===== src/rtl/nec_fetch_queue.sv =====
// Instruction fetch queue: a circular byte buffer filled from a 1- or 2-byte
// bus and drained by the decoder through a WINDOW-byte view starting at pc.
//
// Fetch handshake: fetch_req is held high, with fetch_addr unchanged, from
// entry into REQ/DISCARD until fetch_ack is seen on a ce_2 cycle. The data
// is consumed on that same enabled edge and the request then drops for at
// least one enabled cycle (IDLE). A flush during an outstanding request keeps
// the request up (DISCARD) and drops whatever data answers it.
module nec_fetch_queue #(
    parameter int DEPTH       = 8,
    parameter int FETCH_BYTES = 2,
    parameter int WINDOW      = 6,
    localparam int AW = $clog2(DEPTH + 1),
    localparam int CW = $clog2(WINDOW + 1),
    localparam int PW = $clog2(DEPTH)
) (
    input  logic                     clk,
    input  logic                     reset,
    input  logic                     ce_1,
    input  logic                     ce_2,
    input  logic                     flush,
    input  logic [15:0]              flush_pc,
    output logic                     fetch_req,
    output logic [15:0]              fetch_addr,
    input  logic                     fetch_ack,
    input  logic [8*FETCH_BYTES-1:0] fetch_data,
    input  logic [CW-1:0]            consume_len,
    output logic [WINDOW*8-1:0]      window,
    output logic [AW-1:0]            avail,
    output logic [15:0]              pc,
    output logic [1:0]               state_dbg_o
);

    typedef enum logic [1:0] {
        IDLE    = 2'd0,
        REQ     = 2'd1,
        DISCARD = 2'd2
    } state_t;

    state_t        state_q, state_d;
    logic [7:0]    buf_q [DEPTH];
    logic [PW-1:0] rd_q, rd_d, wr_q, wr_d;
    logic [AW-1:0] cnt_q, cnt_d;
    logic [15:0]   pc_q, pc_d, faddr_q, faddr_d;

    logic          en, ack_v, two_bytes, wr_en, cons_ok;
    logic [1:0]    nbytes, nwr;
    logic [CW-1:0] ncon;
    logic [15:0]   fd16;
    logic [7:0]    byte0, byte1;

    // Decode the bus beat: an odd address on a 2-byte bus only yields the high lane.
    always_comb begin
        en        = ce_1 | ce_2;
        ack_v     = ce_2 & fetch_ack;
        fd16      = 16'(fetch_data);
        two_bytes = (FETCH_BYTES == 2) && !faddr_q[0];
        nbytes    = two_bytes ? 2'd2 : 2'd1;
        byte0     = ((FETCH_BYTES == 2) && faddr_q[0]) ? fd16[15:8] : fd16[7:0];
        byte1     = fd16[15:8];
        cons_ok   = int'(consume_len) <= int'(cnt_q);
    end

    // Next-state logic: flush overrides everything, otherwise fetch FSM plus consume.
    always_comb begin
        state_d = state_q;
        rd_d    = rd_q;
        wr_d    = wr_q;
        cnt_d   = cnt_q;
        pc_d    = pc_q;
        faddr_d = faddr_q;
        wr_en   = 1'b0;
        nwr     = 2'd0;
        ncon    = '0;
        if (flush) begin
            rd_d    = '0;
            wr_d    = '0;
            cnt_d   = '0;
            pc_d    = flush_pc;
            faddr_d = flush_pc;
            state_d = (state_q == REQ && !ack_v) ? DISCARD : IDLE;
        end else begin
            unique case (state_q)
                IDLE: begin
                    if ((int'(cnt_q) + int'(nbytes)) <= DEPTH) state_d = REQ;
                end
                REQ: begin
                    if (ack_v) begin
                        wr_en   = 1'b1;
                        wr_d    = wr_q + PW'(nbytes);
                        faddr_d = faddr_q + 16'(nbytes);
                        state_d = IDLE;
                    end
                end
                DISCARD: begin
                    if (ack_v) state_d = IDLE;
                end
                default: state_d = IDLE;
            endcase
            nwr   = wr_en ? nbytes : 2'd0;
            ncon  = cons_ok ? consume_len : '0;
            rd_d  = rd_q + PW'(ncon);
            cnt_d = cnt_q + AW'(nwr) - AW'(ncon);
            pc_d  = pc_q + 16'(ncon);
        end
    end

    // Control registers: reset is unconditional, everything else waits for an enable.
    always_ff @(posedge clk) begin
        if (reset) begin
            state_q <= IDLE;
            rd_q    <= '0;
            wr_q    <= '0;
            cnt_q   <= '0;
            pc_q    <= 16'h0000;
            faddr_q <= 16'h0000;
        end else if (en) begin
            state_q <= state_d;
            rd_q    <= rd_d;
            wr_q    <= wr_d;
            cnt_q   <= cnt_d;
            pc_q    <= pc_d;
            faddr_q <= faddr_d;
        end
    end

    // Byte storage: contents need no reset since avail gates their validity.
    always_ff @(posedge clk) begin
        if (!reset && en && wr_en) begin
            buf_q[wr_q] <= byte0;
            if (two_bytes) buf_q[wr_q + PW'(1)] <= byte1;
        end
    end

    // Decoder window: rotate the buffer so byte 0 sits at the read pointer.
    always_comb begin
        window = '0;
        for (int i = 0; i < WINDOW; i++) begin
            window[8*i +: 8] = buf_q[rd_q + PW'(i)];
        end
    end

    assign fetch_req   = (state_q == REQ) || (state_q == DISCARD);
    assign fetch_addr  = faddr_q;
    assign avail       = cnt_q;
    assign pc          = pc_q;
    assign state_dbg_o = state_q;

endmodule


===== config.mk =====
export PLATFORM = sky130hd
export DESIGN_NAME = nec_fetch_queue
export DESIGN_NICKNAME = d
export VERILOG_FILES = /design/src/rtl/nec_fetch_queue.sv
export SDC_FILE = /design/constraint.sdc
export NUM_CORES = 1
export LEC_CHECK = 0
export CELL_PAD_IN_SITES_DETAIL_PLACEMENT = 2
export CELL_PAD_IN_SITES_GLOBAL_PLACEMENT = 2
export CORE_MARGIN = 2
export CORE_UTILIZATION = 36
export DETAILED_ROUTE_END_ITERATION = 10
export PLACE_DENSITY = 0.81
export SYNTH_ARGS = -nofsm -noshare
export SYNTH_HDL_FRONTEND = slang
export SYNTH_SLANG_ARGS = --single-unit

===== constraint.sdc =====
create_clock -name clk -period 3.83 [get_ports clk]
set_input_delay 0.766 -clock clk [delete_from_list [all_inputs] [get_ports clk]]
set_output_delay 0.766 -clock clk [all_outputs]
set_load 0.02 [all_outputs]

==> qor.yml <==
ctsHtreeMaxLevel: 3
setup_violations: 0
num_rows: 55
ir_drop_mv: 0.2330
grtUsageTotal: 0.2542
ys_seq_elements: 111
fmax_ghz: 0.2687
synthArstFlopShare: 0
finalMaxSlewViolations: 0
synth-edff-count: 64
syn_inst: 781
hold_path.class: "flip-flop to flip-flop"
die_area_um2: 24650
critPathMaxFanout: 3
grt_max_degree: 56
hold_buffers: 0
antenna_found_initial: 0
p_per_area_nw_per_um2: 417.6
finalHoldViolCount: 0
cts_sinks: 111
grt_use_met1: 0.3466
critPathKind: "input pin to flip-flop"
hpwl_um: 22890
clock_path_buffers: 2
vias_per_cell: 5.890
cap_violations: 0
vias: 7239
hold_path_depth: 2
drive_above_1_share: 0.2664
die_h_um: 157.0
min_period_ps: 3721
syn_area_um2: 8428
cp.required_ps: 4110
drt_iter0_markers: 501
cp.arrival_ps: 4000
path_clk_slew_ps: 80
drc: 0
max_slew_margin: 0.1584
postSynthAreaPerCell_um2: 10.79
synth-seq-area-share: 0.3397
busiest_layer: "met2"
wl_um: 30730
die_w_um: 157.0
reg2regPathDepth: 14
final_common_cell: "clkdlybuf4s50_1"
place.gp.congestion: 0.8191
ant_nets: 0
clockRootBuffer: "clkbuf_16"
nFillCells: 2330
overflow: 0
dp_cells: 1212
cp-start-kind: "input pin"
fin_ws_ps: 108.8
place_ws_ps: -334.5
grt_use_met2: 0.4292
worst_pin_slew_ps: 1260
syn2layout_area_growth_pct: 24.76
period_share: 0.9716
core_area_um2: 22780
pin_count: 128
cts_tree: "yes"
n_antenna_cell: 0
yosysTopAreaCell: "edfxtp_1"
first_global_vias: 7744
fin_nets: 980
cts_buffers: 9
synthesis.nets: 850
wire_per_inst_um: 25.00
final.setup.tns_ps: 0
synthTopCellsByArea: "edfxtp_1 23%, mux4_2 15%, mux2_2 14%"
synth_top_area_frac: 0.2280
synthFlopType: "edfxtp_1"
portBuffers: 127
grt_pass1_wl_um: 47460
grt_util_met3: 0.03029
clkLatencyLatePin_ps: 360
layout_common_cells: "125 x clkdlybuf4s50_1, 104 x mux2_2, 99 x nand2_1"
layoutNonFillerInstCount: 1229
synth_cell_types: 76
status: "complete, no violations"
ys_warn_count: 0
start_util: 0.3700
cp-end-kind: "flip-flop"
final_util: 0.4616
firstDrtPassIters: 4
p_leak_nw: 3.651
fin_skew_ps: 13.70
## flip-flops by register name, indices dropped and copies added (netlist names), named ones only
name,flops
avail,4
buf_q,64
fetch_addr,16
pc,16
rd_q,3
state_dbg_o,2
wr_q,3
## cell families after synthesis
family	synth area share
muxes	0.3054
and+or+nand+nor	0.1335
xor gates and xnor gates	0.01114
AOI/OAI and AO/OA	0.1249
adders and majority gates	0.04691
buffers and inverters	0.03860
DFF	0.3397
## repair_timing
item / CTS / global route
endpoints found under the setup margin: 1 / 1
pin swaps: 0 / 8
setup buffers: 0 / 1
gates resized for setup: 1 / 4
## layer usage
metal  wire length (µm)  share of wire
met2              15040           0.49
met4                543          0.018
met5                  0              0
met1              13700           0.45
met3               1446          0.047
## metrics by stage
stage | instance area [µm²] | hold slack (ps) | power [mW]
detailed placement | 10190 | 477.1 | 3.398
finish | 10520 | 491.5 | 4.391
global placement | 10190 | 480.3 | 3.303
floorplan | 8428 | 545.2 | 2.575
CTS | 10500 | 492.1 | 4.392
global route | 10520 | 508.3 | 4.597
## cells in the mapped netlist (3+ instances only)
master    number
nand2b_1       7
nand4_1        6
mux4_2        56
and2_1         3
ha_1          22
clkbuf_1      22
inv_1         24
or2_2          3
nand3_1       15
buf_2         16
nor2_1        42
o21ai_0       40
dfxtp_1       47
and3_1         7
edfxtp_1      64
nor3_1         8
xnor2_1        5
o21bai_1       6
o41ai_1        5
a31oi_1        4
nor2b_1        4
o31ai_1       13
buf_1          9
a211oi_1      13
mux2i_1       13
o211ai_1       3
mux2_2       104
a32o_1         3
a22oi_1        5
nor3_4         4
nand2_1      100
fa_1           6
a21o_1         6
a21oi_1       40
## where the power goes
group / internal [mW] / switching [mW] / total (mW) / leakage (nW)
Combinational: 0.958 / 1.04 / 2.00 / 2.54
Clock: 0.518 / 0.462 / 0.979 / 0.154
Sequential: 1.32 / 0.0953 / 1.41 / 0.961
## critical path, stage by stage
cell and delay [ps]:
clkdlybuf4s50_1 430, ha_1 320, and3_1 210, a211o_1 260, nand2_2 90, inv_2 60, fa_1 500, inv_1 60
ha_1 290, a21o_1 200, a21oi_2 170, xnor2_1 100, or3_1 320, a31oi_1 220
## worst paths after layout
check	startpoint	end	slack, ps
worst max register to register	avail[1]	avail[3]	400
worst max-delay path	consume_len[2]	avail[3]	110
worst min-delay path	state_dbg_o[1]	state_dbg_o[1]	490
worst min register to register	state_dbg_o[1]	state_dbg_o[1]	490
## area by class of cell
class                      count  area, µm²  area share
tap                          313      391.6     0.03724
timing repair buffer         170       1604      0.1525
inverter                      26      97.59    0.009281
sequential                   111       2867      0.2726
clock inverter                 4      25.02    0.002380
multi-input combinational    593       5253      0.4995
clock buffer                  12      277.8     0.02642
Power figures use the tool's default switching activity.
